**src/rtl/branch_res_handler_pkg.sv**
```systemverilog
`default_nettype none
// +------------------------------------------------------------------------+
// | Module      : branch_res_handler_pkg                                   |
// | Description : Shared types for the branch resolution handler:          |
// |               resolution record, BTB/predictor update records, FSM     |
// |               state encoding and the redirect target helper.           |
// | Revision    : 1.0 - initial release                                    |
// +------------------------------------------------------------------------+
package branch_res_handler_pkg;

  localparam int unsigned c_XLEN     = 32;
  localparam int unsigned c_ILEN     = 32;
  // Widest supported global history; the update record carries this width.
  localparam int unsigned c_HLEN_MAX = 32;

  typedef struct packed {
    logic [c_XLEN-1:0] pc;
    logic [c_XLEN-1:0] target;
    logic              taken;
    logic              mispredict;
  } resolution_t;

  typedef struct packed {
    logic              valid;
    logic              del;
    logic [c_XLEN-1:0] pc;
    logic [c_XLEN-1:0] target;
  } btb_upd_t;

  typedef struct packed {
    logic                  valid;
    logic [c_XLEN-1:0]     pc;
    logic                  taken;
    logic [c_HLEN_MAX-1:0] ghr;
  } bpu_upd_t;

  typedef enum logic [1:0] {
    S_IDLE  = 2'd0,
    S_UPD   = 2'd1,
    S_REDIR = 2'd2
  } res_handler_state_t;

  // Correct fetch PC after a mispredict: the real target if taken, else fall-through.
  function automatic logic [c_XLEN-1:0] redirect_target(input resolution_t res);
    return res.taken ? res.target : res.pc + c_XLEN'(c_ILEN >> 3);
  endfunction

endpackage
`default_nettype wire

```
**src/rtl/branch_res_handler_if.sv**
```systemverilog
`default_nettype none
// +------------------------------------------------------------------------+
// | Module      : branch_res_handler_if                                    |
// | Description : Bundle of the branch-unit input, BTB/predictor update,   |
// |               redirect and history signals of the resolution handler.  |
// |               slave = handler side, master = surrounding frontend.     |
// | Revision    : 1.0 - initial release                                    |
// +------------------------------------------------------------------------+
interface branch_res_handler_if
  import branch_res_handler_pkg::*;
#(
  parameter int unsigned HLEN = 8
) ();

  logic              flush_i;
  logic              bu_valid_i;
  logic              bu_ready_o;
  resolution_t       bu_res_i;
  logic              btb_upd_valid_o;
  logic              btb_upd_del_o;
  logic [c_XLEN-1:0] btb_upd_pc_o;
  logic [c_XLEN-1:0] btb_upd_target_o;
  logic              bpu_upd_valid_o;
  logic [c_XLEN-1:0] bpu_upd_pc_o;
  logic              bpu_upd_taken_o;
  logic [HLEN-1:0]   bpu_upd_ghr_o;
  logic              redirect_valid_o;
  logic              redirect_ready_i;
  logic [c_XLEN-1:0] redirect_pc_o;
  logic [HLEN-1:0]   ghr_o;

  modport slave (
    input  flush_i, bu_valid_i, bu_res_i, redirect_ready_i,
    output bu_ready_o, btb_upd_valid_o, btb_upd_del_o, btb_upd_pc_o,
           btb_upd_target_o, bpu_upd_valid_o, bpu_upd_pc_o, bpu_upd_taken_o,
           bpu_upd_ghr_o, redirect_valid_o, redirect_pc_o, ghr_o
  );

  modport master (
    output flush_i, bu_valid_i, bu_res_i, redirect_ready_i,
    input  bu_ready_o, btb_upd_valid_o, btb_upd_del_o, btb_upd_pc_o,
           btb_upd_target_o, bpu_upd_valid_o, bpu_upd_pc_o, bpu_upd_taken_o,
           bpu_upd_ghr_o, redirect_valid_o, redirect_pc_o, ghr_o
  );

endinterface
`default_nettype wire

```
**src/rtl/branch_res_handler_fifo.sv**
```systemverilog
`default_nettype none
// +------------------------------------------------------------------------+
// | Module      : res_fifo                                                 |
// | Description : Circular FIFO with wrap-bit pointers. Besides the head   |
// |               it exposes the head/emptiness as they will be after the  |
// |               current edge, so the owner can register its outputs.     |
// | Revision    : 1.0 - initial release                                    |
// +------------------------------------------------------------------------+
module res_fifo #(
  parameter type         DATA_T = logic,
  parameter int unsigned DEPTH  = 4
) (
  input  logic  clk_i,
  input  logic  rst_n_i,
  input  logic  flush_i,
  input  logic  push_i,
  input  DATA_T data_i,
  input  logic  pop_i,
  output logic  full_o,
  output logic  empty_o,
  output DATA_T head_o,
  output logic  nxt_empty_o,
  output DATA_T nxt_head_o
);

  localparam int unsigned c_AW = $clog2(DEPTH);

  DATA_T           r_mem [DEPTH];
  logic [c_AW:0]   r_head;
  logic [c_AW:0]   r_tail;
  logic [c_AW:0]   w_cnt;
  logic [c_AW:0]   w_cnt_nxt;
  logic [c_AW-1:0] w_hidx1;
  logic            w_push;
  logic            w_pop;

  assign full_o    = (r_head[c_AW] != r_tail[c_AW]) && (r_head[c_AW-1:0] == r_tail[c_AW-1:0]);
  assign empty_o   = (r_head == r_tail);
  assign w_push    = push_i && !full_o && !flush_i;
  assign w_pop     = pop_i && !empty_o && !flush_i;
  assign w_cnt     = r_tail - r_head;
  assign w_cnt_nxt = w_cnt + (c_AW+1)'(w_push) - (c_AW+1)'(w_pop);
  assign w_hidx1   = r_head[c_AW-1:0] + c_AW'(1);
  assign head_o    = r_mem[r_head[c_AW-1:0]];
  assign nxt_empty_o = flush_i || (w_cnt_nxt == '0);

  // Post-edge head: next stored entry, or the entry being pushed when the FIFO drains to it.
  always_comb begin
    nxt_head_o = data_i;
    if (w_pop) begin
      if (w_cnt > (c_AW+1)'(1)) nxt_head_o = r_mem[w_hidx1];
    end else if (!empty_o) begin
      nxt_head_o = r_mem[r_head[c_AW-1:0]];
    end
  end

  // Storage array, written at the tail.
  always_ff @(posedge clk_i) begin
    if (w_push) r_mem[r_tail[c_AW-1:0]] <= data_i;
  end

  // Head/tail pointers; a flush empties the FIFO and drops any same-cycle push.
  always_ff @(posedge clk_i or negedge rst_n_i) begin
    if (!rst_n_i) begin
      r_head <= '0;
      r_tail <= '0;
    end else if (flush_i) begin
      r_head <= '0;
      r_tail <= '0;
    end else begin
      if (w_push) r_tail <= r_tail + (c_AW+1)'(1);
      if (w_pop)  r_head <= r_head + (c_AW+1)'(1);
    end
  end

endmodule
`default_nettype wire

```
**src/rtl/branch_res_handler.sv**
```systemverilog
`default_nettype none
// +------------------------------------------------------------------------+
// | Module      : branch_res_handler                                       |
// | Description : Buffers branch resolutions and drains them in order,     |
// |               pulsing BTB/predictor updates, shifting the committed    |
// |               GHR and holding a redirect for mispredicts.              |
// |               Optional: LEN5_BPU_STATS_EN adds resolution counters.    |
// | Revision    : 1.0 - initial release                                    |
// +------------------------------------------------------------------------+
module branch_res_handler
  import branch_res_handler_pkg::*;
#(
  parameter int unsigned DEPTH = 4,
  parameter int unsigned HLEN  = 8
) (
  input  logic clk_i,
  input  logic rst_n_i,
  branch_res_handler_if.slave bus
`ifdef LEN5_BPU_STATS_EN
  ,
  output logic [31:0] stat_resolved_o,
  output logic [31:0] stat_mispred_o
`endif
);

  res_handler_state_t r_state;
  btb_upd_t           r_btb;
  bpu_upd_t           r_bpu;
  logic [HLEN-1:0]    r_ghr;
  logic               r_redir_valid;
  logic [c_XLEN-1:0]  r_redir_pc;

  resolution_t        w_head;
  resolution_t        w_nxt_head;
  logic               w_full;
  logic               w_empty;
  logic               w_nxt_empty;
  logic               w_push;
  logic               w_pop;
  logic [HLEN-1:0]    w_ghr_shift;
  logic [HLEN-1:0]    w_ghr_nxt;
  btb_upd_t           w_btb_nxt;
  bpu_upd_t           w_bpu_nxt;
  logic               w_unused;

  res_fifo #(
    .DATA_T (resolution_t),
    .DEPTH  (DEPTH)
  ) u_fifo (
    .clk_i       (clk_i),
    .rst_n_i     (rst_n_i),
    .flush_i     (bus.flush_i),
    .push_i      (w_push),
    .data_i      (bus.bu_res_i),
    .pop_i       (w_pop),
    .full_o      (w_full),
    .empty_o     (w_empty),
    .head_o      (w_head),
    .nxt_empty_o (w_nxt_empty),
    .nxt_head_o  (w_nxt_head)
  );

  assign w_push      = bus.bu_valid_i && !w_full;
  assign w_ghr_shift = {r_ghr[HLEN-2:0], w_head.taken};
  // History seen by the next pulse already includes the branch retiring this cycle.
  assign w_ghr_nxt   = (r_state == S_UPD) ? w_ghr_shift : r_ghr;

  // Head leaves on a correct update or once its redirect is accepted.
  always_comb begin
    w_pop = 1'b0;
    case (r_state)
      S_UPD:   w_pop = !w_empty && !w_head.mispredict;
      S_REDIR: w_pop = !w_empty && bus.redirect_ready_i;
      default: w_pop = 1'b0;
    endcase
  end

  // Update records for the entry that will sit at the head after this edge.
  always_comb begin
    w_btb_nxt        = '0;
    w_btb_nxt.valid  = w_nxt_head.taken || w_nxt_head.mispredict;
    w_btb_nxt.del    = !w_nxt_head.taken && w_nxt_head.mispredict;
    w_btb_nxt.pc     = w_nxt_head.pc;
    w_btb_nxt.target = w_nxt_head.target;
    w_bpu_nxt        = '0;
    w_bpu_nxt.valid  = 1'b1;
    w_bpu_nxt.pc     = w_nxt_head.pc;
    w_bpu_nxt.taken  = w_nxt_head.taken;
    w_bpu_nxt.ghr    = c_HLEN_MAX'(w_ghr_nxt);
  end

  // Drain FSM with registered pulses, GHR and redirect. A flush in S_UPD
  // still commits that branch's history since its update was already issued.
  always_ff @(posedge clk_i or negedge rst_n_i) begin
    if (!rst_n_i) begin
      r_state       <= S_IDLE;
      r_btb         <= '0;
      r_bpu         <= '0;
      r_ghr         <= '0;
      r_redir_valid <= 1'b0;
      r_redir_pc    <= '0;
    end else begin
      r_btb.valid <= 1'b0;
      r_btb.del   <= 1'b0;
      r_bpu.valid <= 1'b0;
      if (r_state == S_UPD) r_ghr <= w_ghr_shift;
      if (bus.flush_i) begin
        r_state       <= S_IDLE;
        r_redir_valid <= 1'b0;
      end else begin
        case (r_state)
          S_IDLE: begin
            if (!w_nxt_empty) begin
              r_state <= S_UPD;
              r_btb   <= w_btb_nxt;
              r_bpu   <= w_bpu_nxt;
            end
          end
          S_UPD: begin
            if (w_head.mispredict) begin
              r_state       <= S_REDIR;
              r_redir_valid <= 1'b1;
              r_redir_pc    <= redirect_target(w_head);
            end else if (!w_nxt_empty) begin
              r_state <= S_UPD;
              r_btb   <= w_btb_nxt;
              r_bpu   <= w_bpu_nxt;
            end else begin
              r_state <= S_IDLE;
            end
          end
          S_REDIR: begin
            if (bus.redirect_ready_i) begin
              r_redir_valid <= 1'b0;
              if (!w_nxt_empty) begin
                r_state <= S_UPD;
                r_btb   <= w_btb_nxt;
                r_bpu   <= w_bpu_nxt;
              end else begin
                r_state <= S_IDLE;
              end
            end
          end
          default: r_state <= S_IDLE;
        endcase
      end
    end
  end

  assign w_unused             = ^r_bpu.ghr;
  assign bus.bu_ready_o       = !w_full;
  assign bus.btb_upd_valid_o  = r_btb.valid;
  assign bus.btb_upd_del_o    = r_btb.del;
  assign bus.btb_upd_pc_o     = r_btb.pc;
  assign bus.btb_upd_target_o = r_btb.target;
  assign bus.bpu_upd_valid_o  = r_bpu.valid;
  assign bus.bpu_upd_pc_o     = r_bpu.pc;
  assign bus.bpu_upd_taken_o  = r_bpu.taken;
  assign bus.bpu_upd_ghr_o    = r_bpu.ghr[HLEN-1:0];
  assign bus.redirect_valid_o = r_redir_valid;
  assign bus.redirect_pc_o    = r_redir_pc;
  assign bus.ghr_o            = r_ghr;

`ifdef LEN5_BPU_STATS_EN
  logic [31:0] r_stat_resolved;
  logic [31:0] r_stat_mispred;

  // Saturating resolution/mispredict counters; independent of flush.
  always_ff @(posedge clk_i or negedge rst_n_i) begin
    if (!rst_n_i) begin
      r_stat_resolved <= '0;
      r_stat_mispred  <= '0;
    end else if (r_state == S_UPD) begin
      if (r_stat_resolved != '1) r_stat_resolved <= r_stat_resolved + 32'd1;
      if (w_head.mispredict && (r_stat_mispred != '1)) r_stat_mispred <= r_stat_mispred + 32'd1;
    end
  end

  assign stat_resolved_o = r_stat_resolved;
  assign stat_mispred_o  = r_stat_mispred;
`endif

endmodule
`default_nettype wire

```
**src/flat_wrapper.sv**
```systemverilog
// flat-port wrapper written by rule: the top's interface ports become plain ports
module branch_res_handler_flat import branch_res_handler_pkg::*;
#(
  parameter int unsigned DEPTH = 4,
  parameter int unsigned HLEN  = 8
)
  (clk_i, rst_n_i, bus_flush_i, bus_bu_valid_i, bus_bu_res_i, bus_redirect_ready_i, bus_bu_ready_o, bus_btb_upd_valid_o, bus_btb_upd_del_o, bus_btb_upd_pc_o, bus_btb_upd_target_o, bus_bpu_upd_valid_o, bus_bpu_upd_pc_o, bus_bpu_upd_taken_o, bus_bpu_upd_ghr_o, bus_redirect_valid_o, bus_redirect_pc_o, bus_ghr_o);
  branch_res_handler_if #(.HLEN(HLEN)) bus_i ();
  input  logic clk_i;
  input  logic rst_n_i;
  input wire logic [$bits(bus_i.flush_i)-1:0] bus_flush_i;
  input wire logic [$bits(bus_i.bu_valid_i)-1:0] bus_bu_valid_i;
  input wire logic [$bits(bus_i.bu_res_i)-1:0] bus_bu_res_i;
  input wire logic [$bits(bus_i.redirect_ready_i)-1:0] bus_redirect_ready_i;
  output wire logic [$bits(bus_i.bu_ready_o)-1:0] bus_bu_ready_o;
  output wire logic [$bits(bus_i.btb_upd_valid_o)-1:0] bus_btb_upd_valid_o;
  output wire logic [$bits(bus_i.btb_upd_del_o)-1:0] bus_btb_upd_del_o;
  output wire logic [$bits(bus_i.btb_upd_pc_o)-1:0] bus_btb_upd_pc_o;
  output wire logic [$bits(bus_i.btb_upd_target_o)-1:0] bus_btb_upd_target_o;
  output wire logic [$bits(bus_i.bpu_upd_valid_o)-1:0] bus_bpu_upd_valid_o;
  output wire logic [$bits(bus_i.bpu_upd_pc_o)-1:0] bus_bpu_upd_pc_o;
  output wire logic [$bits(bus_i.bpu_upd_taken_o)-1:0] bus_bpu_upd_taken_o;
  output wire logic [$bits(bus_i.bpu_upd_ghr_o)-1:0] bus_bpu_upd_ghr_o;
  output wire logic [$bits(bus_i.redirect_valid_o)-1:0] bus_redirect_valid_o;
  output wire logic [$bits(bus_i.redirect_pc_o)-1:0] bus_redirect_pc_o;
  output wire logic [$bits(bus_i.ghr_o)-1:0] bus_ghr_o;
  assign bus_i.flush_i = bus_flush_i;
  assign bus_i.bu_valid_i = bus_bu_valid_i;
  assign bus_i.bu_res_i = bus_bu_res_i;
  assign bus_i.redirect_ready_i = bus_redirect_ready_i;
  assign bus_bu_ready_o = bus_i.bu_ready_o;
  assign bus_btb_upd_valid_o = bus_i.btb_upd_valid_o;
  assign bus_btb_upd_del_o = bus_i.btb_upd_del_o;
  assign bus_btb_upd_pc_o = bus_i.btb_upd_pc_o;
  assign bus_btb_upd_target_o = bus_i.btb_upd_target_o;
  assign bus_bpu_upd_valid_o = bus_i.bpu_upd_valid_o;
  assign bus_bpu_upd_pc_o = bus_i.bpu_upd_pc_o;
  assign bus_bpu_upd_taken_o = bus_i.bpu_upd_taken_o;
  assign bus_bpu_upd_ghr_o = bus_i.bpu_upd_ghr_o;
  assign bus_redirect_valid_o = bus_i.redirect_valid_o;
  assign bus_redirect_pc_o = bus_i.redirect_pc_o;
  assign bus_ghr_o = bus_i.ghr_o;
  branch_res_handler #(.DEPTH(DEPTH), .HLEN(HLEN)) u_core (.clk_i(clk_i), .rst_n_i(rst_n_i), .bus(bus_i));
endmodule
```
**config.mk**
```make
export PLATFORM = sky130hd
export DESIGN_NAME = branch_res_handler_flat
export DESIGN_NICKNAME = d
export VERILOG_FILES = /design/src/rtl/branch_res_handler_pkg.sv /design/src/rtl/branch_res_handler_if.sv /design/src/rtl/branch_res_handler_fifo.sv /design/src/rtl/branch_res_handler.sv /design/src/flat_wrapper.sv
export SDC_FILE = /design/constraint.sdc
export NUM_CORES = 1
export LEC_CHECK = 0
export ABC_AREA = 1
export BUFFER_PORTS_ARGS = -buffer_cell sky130_fd_sc_hd__buf_2
export CORE_ASPECT_RATIO = 1.4
export CORE_UTILIZATION = 45
export CTS_CLUSTER_DIAMETER = 60
export DETAILED_ROUTE_END_ITERATION = 10
export PLACE_DENSITY_LB_ADDON = 0.1
export SKIP_CTS_REPAIR_TIMING = 1
export SLEW_MARGIN = 30
export SYNTH_ARGS = -nofsm -noshare
export SYNTH_HDL_FRONTEND = slang
export SYNTH_SLANG_ARGS = --single-unit
```
**constraint.sdc**
```tcl
create_clock -name clk_i -period 6.9 [get_ports clk_i]
set_input_delay 2.07 -clock clk_i [delete_from_list [all_inputs] [get_ports clk_i]]
set_output_delay 2.07 -clock clk_i [all_outputs]
set_load 0.02 [all_outputs]
```
## After elaboration in Yosys (flattened, before gate mapping)

Memory sizes are Yosys's and may differ from the RTL's.
Index checks and enable logic that the tools add are counted.

- Register bits after elaboration: 181
- Memory bits (writable): 264
- Memories kept: 1
- Logic and storage cells: 92
- Input bits: 71
- Output and inout bits: 150

- Muxes and demuxes: 32
- Bitwise gates (word level): 1
- Reductions and logical operators: 26
- Magnitude comparators: 1
- Equality and inequality tests: 10
- Add/subtract/negate cells: 7

Memory list:

| name | depth | bits a word | read ports | clocked after memory_dff | write ports | line | source |
|---|---|---|---|---|---|---|---|
| u_core.u_fifo.r_mem | 4 | 66 | 2 | 0 | 1 | branch_res_handler_fifo.sv:28 | `DATA_T r_mem [DEPTH];` |

Operators with widths:

| kind | count |
|---|---|
| $mux 66 | 11 |
| $pmux 66 s3 | 2 |
| $add 32x3->32 const B | 1 |
| $mux 32 | 1 |
| $mux 3 | 4 |
| $logic_and 1x1->1 | 9 |
| $mux 2 | 4 |
| $mux 8 | 1 |
| $add 3x1->3 const B | 2 |
| $mux 1 | 6 |
| $ne 3x3->1 const B | 2 |
| $pmux 2 s3 | 1 |
| $reduce_and 3->1 | 2 |
| $reduce_bool 3->1 | 2 |
| $logic_not 1->1 | 5 |
| $ne 2x2->1 const B | 2 |
| $pmux 1 s2 | 2 |
| $reduce_and 4->1 | 1 |
| $reduce_bool 2->1 | 2 |
| $add 3x1->3 | 1 |
| $eq 3x3->1 | 1 |
| $gt 3x1->1 const B | 1 |
| $logic_not 3->1 | 1 |
| $ne 3x2->1 const B | 1 |
| other kinds (11) | 12 |

## Longest topological paths before layout

Gate-level depths: netlist (run 1).

- Depth after elaboration: 14
- Gate-level depth with buffers: 26

## Cells and area by module

A second synthesis (run 1) with hierarchy kept.

- Cell total of the unflattened synthesis: 2805
- Area, all modules: 22327.7 um^2

Modules (own cells, without submodules):

| module | times used | area an instance (um^2) | cells each |
|---|---|---|---|
| res_fifo | 1 | 15356.0 | 1929 |
| branch_res_handler | 1 | 6971.7 | 876 |

## Least setup slack after synthesis (run 1)

No wires, ideal clock.

- Path type: input-to-reg
- Start point: input port bus_bu_valid_i
- End point: memory u_core.u_fifo.r_mem[0][0] in the netlist's numbering (enable)
- Data arrival time: 5138 ps
- Cell stages on the path: 4
- Required time: 6410 ps
- Slack: 1271 ps
- Buffers on the path: 0
- Path through: nand2_1 -> nor2_1 -> inv_1 -> nor2_1

- Word-level cells in the longest chain between the ends: 5

RTL lines:

| element | line | source |
|---|---|---|
| start: declaration | flat_wrapper.sv:12 | `input wire logic [$bits(bus_i.bu_valid_i)-1:0] bus_bu_valid_i;` |
| $logic_and 1x1->1 | branch_res_handler.sv:63 | `assign w_push = bus.bu_valid_i && !w_full;` |
| $logic_and 1x1->1 (2 in a row) | branch_res_handler_fifo.sv:39 | `assign w_push = push_i && !full_o && !flush_i;` |
| $mux 1 | branch_res_handler_fifo.sv:59 | `if (w_push) r_mem[r_tail[c_AW-1:0]] <= data_i;` |
| $mux 1 (implied by the code) | branch_res_handler_fifo.sv:59 |  |
| end: declaration | branch_res_handler_fifo.sv:28 |  |

Every way passes these cells.

## Final worst setup path (run 1)

- Start point: register u_core.u_fifo.r_head[0]
- End point: register u_core.r_btb, in the netlist u_core.bus.btb_upd_target_o[0]

- Word-level cells in the longest chain between the ends: 13
- Elaborated cells on any way between the ends: 31
- Classes of those cells: add/sub (4); order compare (1); eq/ne (3); mux (8); reduce/logical (14); memory (1)

RTL lines:

| element | line | source |
|---|---|---|
| start: declaration | branch_res_handler_fifo.sv:29 | `logic [c_AW:0] r_head;` |
| start signal: assignment | branch_res_handler_fifo.sv:72 | `if (w_pop) r_head <= r_head + (c_AW+1)'(1);` |
| $eq 2x2->1 | branch_res_handler_fifo.sv:37 | `assign full_o = (r_head[c_AW] != r_tail[c_AW]) && (r_head[c_AW-1:0] == r_tail[c_AW-1:0]);` |
| $logic_and 1x1->1 | branch_res_handler_fifo.sv:37 |  |
| $logic_not 1->1 | branch_res_handler_fifo.sv:39, branch_res_handler.sv:63 |  |
| $logic_and 1x1->1 | branch_res_handler.sv:63 |  |
| $logic_and 1x1->1 (2 in a row) | branch_res_handler_fifo.sv:39 |  |
| $add 3x1->3 | branch_res_handler_fifo.sv:42 | `assign w_cnt_nxt = w_cnt + (c_AW+1)'(w_push) - (c_AW+1)'(w_pop);` |
| $sub 3x1->3 | branch_res_handler_fifo.sv:42 |  |
| $logic_not 3->1 | branch_res_handler_fifo.sv:45 | `assign nxt_empty_o = flush_i \|\| (w_cnt_nxt == '0);` |
| $logic_or 1x1->1 | branch_res_handler_fifo.sv:45 |  |
| $mux 66 | branch_res_handler.sv:113, branch_res_handler.sv:124, branch_res_handler.sv:135 |  |
| $mux 66, on equally long branches | branch_res_handler.sv:133, branch_res_handler.sv:120 |  |
| $pmux 66 s3 | branch_res_handler.sv:111 | `case (r_state)` |
| end signal: assignment | branch_res_handler.sv:115 | `r_btb <= w_btb_nxt;` |
| end signal: assignment | branch_res_handler.sv:126 | `r_btb <= w_btb_nxt;` |
| end signal: assignment | branch_res_handler.sv:137 | `r_btb <= w_btb_nxt;` |
| end: declaration | branch_res_handler.sv:27 | `btb_upd_t r_btb;` |

Several ways; a longest one is shown, not always the timed one. The select of a mux whose other input is x is not followed.
A chain may end at the register's enable or synchronous reset.

==> results of run 1 <==
==> layer usage <==
metal	vias up	global-route usage (%)	wire length (µm)
li1	10260	-	-
met1	10330	35.25	31480
met2	763	53.75	40710
met3	185	4.214	4901
met4	4	17.23	4588
met5	-	0	26
==> final cells by class <==
class	instances	share of cell area, %
Tap cell	656	3.087
Multi-Input combinational cell	2140	37.08
Sequential cell	421	44.61
Clock inverter	15	0.5976
Clock buffer	71	5.280
Timing Repair Buffer	261	5.567
Antenna cell	6	0.05647
Inverter	261	3.727
==> path summary, 6_finish.rpt <==
kind                                                         to                          from  slack (ns)  depth (start not counted)
worst max-delay path             u_core.bus.btb_upd_target_o[0]       u_core.u_fifo.r_head[0]        1.94                         22
worst min-delay path               u_core.bus.redirect_pc_o[30]  u_core.bus.redirect_pc_o[30]        0.47                          2
worst max register to register   u_core.bus.btb_upd_target_o[0]       u_core.u_fifo.r_head[0]        1.94                         22
worst min register to register     u_core.bus.redirect_pc_o[30]  u_core.bus.redirect_pc_o[30]        0.47                          2
max in group asynchronous               u_core.u_fifo.r_head[0]                       rst_n_i        4.40                          2
min in group asynchronous       u_core.bus.btb_upd_target_o[25]                       rst_n_i        1.48                          1
==> tightest hold or removal path, stage by stage (launching register included) <==
cell,delay (ns)
sky130_fd_sc_hd__dfrtp_1,0.34
sky130_fd_sc_hd__nand2_1,0.05
sky130_fd_sc_hd__nand2_1,0.05
==> flip-flops by register name, indices dropped and copies added (netlist names), 2 cells and up <==
signal	count
u_core.u_fifo.r_mem	264
u_core.bus.bpu_upd_pc_o	32
u_core.u_fifo.r_tail	3
u_core.u_fifo.r_head	3
u_core.bus.bpu_upd_ghr_o	8
u_core.bus.redirect_pc_o	32
u_core.bus.btb_upd_target_o	32
u_core.r_state	2
u_core.bus.btb_upd_pc_o	32
u_core.bus.ghr_o	8
==> power groups by stage <==
stage / Combinational (mW) / Clock, mW / Sequential (mW)
final: 4.49 / 2.56 / 3.44
after detailed placement: 4.47 / 0 / 3.47
after floorplan: 2.62 / 0 / 3.81
after global routing: 4.94 / 2.68 / 3.48
after CTS: 4.48 / 2.60 / 3.43
after global placement: 4.39 / 0 / 3.47
==> cell families after synthesis <==
| family | count (synthesis) | synth area share, % |
|---|---|---|
| xor gates and xnor gates | 3 | 0.1109 |
| and+or+nand+nor | 1425 | 24.79 |
| adders and majority gates | 18 | 1.013 |
| DFF | 421 | 50.02 |
| AOI/OAI and AO/OA | 690 | 15.24 |
| buffers and inverters | 454 | 8.661 |
| muxes | 4 | 0.1689 |
==> synthesized netlist by cell type, types with 12 or more instances <==
library cell | instances | share of area [%]
sky130_fd_sc_hd__nand2_1 | 946 | 15
sky130_fd_sc_hd__nor2_2 | 14 | 0.37
sky130_fd_sc_hd__buf_6 | 18 | 0.86
sky130_fd_sc_hd__nor3_1 | 33 | 0.70
sky130_fd_sc_hd__ha_1 | 16 | 0.84
sky130_fd_sc_hd__inv_1 | 250 | 4.0
sky130_fd_sc_hd__edfxtp_1 | 264 | 33
sky130_fd_sc_hd__buf_1 | 14 | 0.22
sky130_fd_sc_hd__o21ai_1 | 68 | 1.4
sky130_fd_sc_hd__nand3_1 | 229 | 4.8
sky130_fd_sc_hd__buf_4 | 20 | 0.63
sky130_fd_sc_hd__nand2_2 | 15 | 0.40
sky130_fd_sc_hd__o211ai_1 | 44 | 1.4
sky130_fd_sc_hd__a21oi_1 | 255 | 5.4
sky130_fd_sc_hd__nand4_1 | 12 | 0.32
sky130_fd_sc_hd__dfrtp_1 | 157 | 17
sky130_fd_sc_hd__o21ai_0 | 297 | 6.3
sky130_fd_sc_hd__a31oi_1 | 17 | 0.45
sky130_fd_sc_hd__clkbuf_1 | 74 | 1.2
sky130_fd_sc_hd__nor2_1 | 162 | 2.6
sky130_fd_sc_hd__buf_2 | 63 | 1.3
==> layout by cell type, fill, tap and decap left out, types with 5 or more instances in the layout <==
cell type,n
sky130_fd_sc_hd__nand2_2,15
sky130_fd_sc_hd__nand4_1,12
sky130_fd_sc_hd__nor2_2,15
sky130_fd_sc_hd__clkbuf_16,50
sky130_fd_sc_hd__edfxtp_1,264
sky130_fd_sc_hd__inv_1,247
sky130_fd_sc_hd__nand2_1,943
sky130_fd_sc_hd__o21ai_0,297
sky130_fd_sc_hd__clkbuf_1,13
sky130_fd_sc_hd__buf_2,219
sky130_fd_sc_hd__ha_1,16
sky130_fd_sc_hd__diode_2,6
sky130_fd_sc_hd__clkbuf_8,7
sky130_fd_sc_hd__nor2_1,156
sky130_fd_sc_hd__o21ai_1,68
sky130_fd_sc_hd__buf_4,37
sky130_fd_sc_hd__nor3_1,33
sky130_fd_sc_hd__a31oi_1,17
sky130_fd_sc_hd__nor2_4,11
sky130_fd_sc_hd__a21oi_1,255
sky130_fd_sc_hd__inv_2,8
sky130_fd_sc_hd__clkinv_2,5
sky130_fd_sc_hd__o211ai_1,44
sky130_fd_sc_hd__dfrtp_1,155
sky130_fd_sc_hd__nand3_1,229
==> per-stage QoR <==
step	setup slack, ns	hold slack (ns)
floorplan	1.271	0.5152
global placement	1.545	0.4602
detailed placement	1.504	0.4614
CTS	2.006	0.4780
global route	1.607	0.5164
finish	1.944	0.4733
==> results summary, run 1 <==
TritonCTS built the clock tree. The initial antenna violation count is 10. The number of failing hold endpoints at the final stage is 0. The post-synthesis instance total is about 3000.

The count of flip-flops with a built-in enable after synthesis came out at ~260. Among all flip-flop cells after synthesis, the most frequent one is sky130_fd_sc_hd__edfxtp_1. The routed wire length per instance is 21.33 µm. The post-route cell area is approximately 0.027 mm².

STA classifies the critical path startpoint as a register. The portion of total power attributed to the clock network is about a quarter. On the worst path, the slowest cell contributes a delay of 1.02 ns. The count of warnings emitted by yosys came out at 0. The tree is rooted in a sky130_fd_sc_hd__clkbuf_16.

The die is around 200 µm wide. The peak supply drop came out at between 0.0003 and 0.0004 V. The number of maximum-capacitance constraint violations came out at 0. The part of the Yosys area used for sequential elements came out at 50.02%. The internal power of the cells came out at 5.817 mW.

The total number of vias came out at roughly 22000. The design draws about 10 mW. Once placement completed, the tool counted placed cells totaling around 3700.

Among the stages of the critical path, the cell type that occurs most often is sky130_fd_sc_hd__nand2_1. After legalization and detailed placement, the total HPWL measured between 50000 and 60000 µm. The worst slew slack as a fraction of its limit came out at 34.53%. The switching power came out at ~4.7 mW. In this run the worst path has a maximum fanout of 114.

The count of final max-slew check failures is 0. The peak clock frequency supported by timing is about 0.20 GHz. The floorplan step defined a die boundary enclosing between 0.05 and 0.06 mm². The placeable core region came out at 0.05202 mm². The worst-skew pair later-pin latency came out at 0.60 ns. The area after detailed placement came out at approximately 0.025 mm². The post-route fraction of the period consumed by the critical path is between 70% and 80%. The number of input and output port buffers inserted came out at between 200 and 250. The transition time at the pin with the least slew margin is slightly below 1 ns. The switching share of power came out at about 45%. The clock tree skew after final layout is 0.01946 ns.

The filler-free cell count of the finished design came out at about 3800. The power density over the cells came out at ~390 mW/mm². The kind of end point of the critical path is a register.

Counting the fill cells in the layout gives about 5000. The count of buffer and inverter cells on the critical path came out at 6. The number of antenna-violating nets in the routed design came out at 0.

The proportion of synthesized flip-flops having asynchronous set or reset is 37.29%. After global routing the overflow that remains totals 0. Dividing the synthesized area by the synthesized cell count gives 7.862 µm². The total clock sinks came out at 421. The run finished with clean final reports. Setup violations remaining at the end of the flow were counted as 0. The number of distinct standard cells referenced by the synthesized netlist is approximately 40. The wire length of the first global-routing pass is roughly 120000 µm.

The number of design rule violations left after detail routing is 0. The weighted congestion at the end of routability-driven global placement is ~0.95. The clock passes through at most 3 buffers.

In this run, the combinational gates consume 42.8% of the power. The final layout contains routed wiring with a total length of about 82000 µm. The net count after synthesis came out at 3104. The total number of H-tree levels is 2.

The number of global-route vias before repair came out at about 21000. The signal on the critical path passes through inv_6 > nand2_1 > nand3_1 > nand2_1 > inv_2 > nand2_2 > nand3_2 > inv_2 > ha_1 > inv_1 > ha_1 > inv_1 > fa_1 > xnor2_1 > nand3b_1 > nand2_4 > buf_4 > a21oi_1 > o21ai_1 > nand2_1 > nand2_1 > nand2_1. The number of nets in the finished design came out at 3220. The fraction of layout cells with a size suffix above 1 is around an eighth. The via density per instance is 5.623. The sequential fraction of design power is around a third.

For this run, the detailed router's first-pass iteration total came to 6. The clock-pin slew on the worst setup and hold paths came out at ~0.06 ns. The initial cell density of the core is 45.57%.

Setup repair after global routing left no endpoint under its margin. The critical path class is reg2reg. In this run the static leakage power is 11.82 nW.

The detailed router finished its first iteration with around 1800 violations. The final setup TNS is 0 ns. The slowest stage of the critical path belongs to the cell sky130_fd_sc_hd__dfrtp_4.

The total area of sequential cells came out at approximately 0.012 mm². The path class of the tightest hold or removal check is reg2reg. Entering global routing, the biggest net connects 115 pins. Broken down by cell family, the worst path's largest delay share belongs to buffers and inverters.

The critical path data required time is roughly 7.4 ns. The number of rows created at floorplan came out at 99. The multi-input combinational cell area came out at between 0.009 and 0.01 mm². After synthesis the netlist holds a flip-flop and latch count of approximately 420.

The synthesized cell area is between 0.02 and 0.025 mm². The floorplan die height is 273.6 µm. The overall global routing resource usage came out at 30.38%. The number of buffers inserted during clock tree synthesis came out at between 40 and 50.

The worst endpoint data arrival time came out at roughly 5.4 ns. The fraction of the core area covered by cells at the end of the flow is between 50% and 60%. The total I/O pin count came out at 221.

Subtracting the final worst setup slack from the clock period gives just under 5 ns. The post-synthesis to final-layout area growth came out at 12.17%.
Power figures use the tool's default switching activity.
==> run 2: changes to the inputs <==
- clock period: 6.9 -> 4.8 ns (I/O delays scaled with it)
==> results summary, run 2 (same netlist as run 1, synthesis figures left out) <==
The routed wire length per instance came out at approximately 22 µm. The post-route cell area is approximately 0.027 mm². Buffers placed on the I/O ports in this run total 220. The library cell used most frequently in the layout, excluding fill and tap cells, is sky130_fd_sc_hd__nand2_1. The post-route fraction of the period consumed by the critical path is 87.62%.

The transition time at the pin with the least slew margin came out at 1.019 ns. The category of cells accounting for the largest share of critical-path delay is adder cells. The power density over the cells came out at between 500 and 600 mW/mm². The flow ran to the end, and the final reports show no timing, DRC or antenna violations.

The number of rows created at floorplan is 99. The critical path goes through inv_4 > ha_1 > nand2_1 > inv_1 > nand2_1 > nand2_1 > nor2_1 > inv_1 > ha_1 > inv_1 > ha_1 > inv_1 > fa_1 > xnor2_1 > nand3b_1 > nand2_4 > buf_12 > a21oi_1 > nand2_1 > o21ai_0 > o21ai_0. The number of antenna-violating nets in the routed design is 0.

The number of buffers inserted during clock tree synthesis came out at 46. Clock-pin slew was measured on the worst setup and hold paths at ~0.060 ns. The post-synthesis to final-layout area growth is 12.74%.

The worst setup path is launched from a register. The number of fill cells is a little under 5000. The number of maximum-capacitance constraint violations is 0.

By startpoint and endpoint, the worst setup path is classified as reg2reg. The fraction of layout cells with a size suffix above 1 came out at 12.64%. The overall overflow remaining after global route came out at 0.

The count of final max-slew check failures is 0. The number of nets in the finished design is 3225. Setup repair after global routing left no endpoint under its margin. Once the floorplan was initialized, standard cells occupied between 40 and 50% of the core. After detailed routing, the total wire length is between 80000 and 90000 µm. Between clock sinks in the finished design, the worst skew comes to between 0.015 and 0.02 ns.

The worst endpoint data arrival time is roughly 4.7 ns. For this run, design rule violations remaining after detail routing come to 0. The number of global-route vias before repair came out at between 20000 and 25000. The total number of H-tree levels is 2. The total number of vias is 21420. The via density per instance is around 5.6. Routability-driven placement finished with a final weighted congestion of approximately 1. The final HPWL from detailed placement is 53780 µm. The wire length of the first global-routing pass is between 100000 and 150000 µm. The path category of the worst min-delay check is reg2reg.

The die width came out at 196.0 µm. The count of buffer and inverter cells on the critical path is 6. Entering global routing, the biggest net connects approximately 180 pins. Among all stages on the critical path, the largest delay is contributed by sky130_fd_sc_hd__dfrtp_2. For the finished layout, the period the worst path requires is around 4.2 ns.

The placed instances occupy a cell area of between 0.02 and 0.03 mm². In this run the count of I/O pins placed on the die edge is between 200 and 250. The peak supply drop is about 0.00034 V.

The delay contributed by the slowest stage of the critical path is approximately 0.43 ns. The worst-skew pair later-pin latency is around 0.59 ns. The critical path data required time came out at ~5.3 ns. The static leakage came out at 11.87 nW. The overall global routing resource usage came out at between 30% and 40%.

The CTS tree is yes. CTS placed an instance of sky130_fd_sc_hd__clkbuf_16 at the clock tree root. The die covers about 0.054 mm². The worst slew slack as a fraction of its limit came out at a little under a third. The total iterations of the first detailed-routing run came out at 6. The placeable core region came out at between 0.05 and 0.06 mm². The peak clock frequency supported by timing is 0.2378 GHz. The register with the most flip-flops in the layout has 264 of them.

The initial antenna violation count came out at 10. The number of failing hold endpoints at the final stage came out at 0. The count of final setup violators came out at 0. The initial DRC count is about 1400. Of all nets on the critical path, the largest fanout is 36.

Clock tree synthesis found a total of about 420 sinks. For this run, the share of the core covered by cells in the final layout is between 50% and 60%. Measured along the y axis, the die boundary spans between 200 and 300 µm.

The library cells used most frequently in the layout, excluding fill and tap cells, are 944 x sky130_fd_sc_hd__nand2_1, 296 x sky130_fd_sc_hd__o21ai_0, 264 x sky130_fd_sc_hd__edfxtp_1. The clock tree buffer depth is 3. The kind of end point of the critical path is a register.
-- run 2: cell types whose count changed in the layout (fill, tap and decap cells not counted), moves of 2 or more --
cell,change
sky130_fd_sc_hd__inv_6,-2
sky130_fd_sc_hd__inv_2,+2
sky130_fd_sc_hd__inv_4,-2
sky130_fd_sc_hd__buf_4,-5
sky130_fd_sc_hd__clkinv_1,-2
sky130_fd_sc_hd__clkbuf_1,+3
sky130_fd_sc_hd__clkbuf_8,+5
sky130_fd_sc_hd__clkbuf_16,-4
sky130_fd_sc_hd__buf_12,+11
sky130_fd_sc_hd__diode_2,+3
sky130_fd_sc_hd__buf_16,-2
sky130_fd_sc_hd__bufinv_16,+3
-- run 2: layout make-up --
class | count | area [µm²] | share of cell area, %
clock inverters | 11 | 193.9 | 0.7257
multi-input cells | 2140 | 9856 | 36.88
diodes | 9 | 22.52 | 0.08427
well taps | 656 | 820.8 | 3.071
repair buffers | 266 | 1622 | 6.067
inverters | 261 | 987.2 | 3.694
clock buffers | 73 | 1363 | 5.098
flip-flops and latches | 421 | 11860 | 44.38
-- run 2: tightest hold or removal path, delay by kind of cell (launching register included) --
family        cells  cell delay [ns]
flops             1             0.34
simple gates      2             0.11
-- run 2: worst paths after layout --
path / from / endpoint / slack, ns / depth (start not counted)
max: u_core.u_fifo.r_head[1] / u_core.bus.bpu_upd_pc_o[19] / 0.59 / 21
max reg2reg: u_core.u_fifo.r_head[1] / u_core.bus.bpu_upd_pc_o[19] / 0.59 / 21
min: u_core.bus.redirect_pc_o[26] / u_core.bus.redirect_pc_o[26] / 0.48 / 2
max in group asynchronous: rst_n_i / u_core.bus.btb_upd_target_o[1] / 2.94 / 2
min reg2reg: u_core.bus.redirect_pc_o[26] / u_core.bus.redirect_pc_o[26] / 0.48 / 2
min in group asynchronous: rst_n_i / u_core.bus.bpu_upd_ghr_o[3] / 0.91 / 1
-- run 2: per-layer routing --
metal	global-route usage, %	wire, µm
met5	0	17
met3	4.867	4658
met1	34.79	31010
met4	25.21	6736
met2	52.09	40260
-- run 2: stage by stage --
stage / worst slack, ns / total power [mW] / instances / setup TNS [ns] / hold slack (ns)
after CTS: 0.6010 / 15.23 / 3828 / 0 / 0.4814
final: 0.5943 / 15.17 / 3837 / 0 / 0.4771
after floorplan: -0.3791 / 9.245 / 3015 / -75.06 / 0.5152
after global routing: 0.2639 / 16.09 / 3837 / 0 / 0.4941
after global placement: 0.3831 / 11.41 / 3744 / 0 / 0.4603
after detailed placement: 0.3579 / 11.53 / 3744 / 0 / 0.4596
-- run 2: power breakdown --
group          leakage [nW]  internal (mW)  switching (mW)
Sequential             4.43           4.46           0.456
Combinational          6.68           1.83            4.73
Clock                 0.758           2.21            1.49
Total                  11.9           8.50            6.67
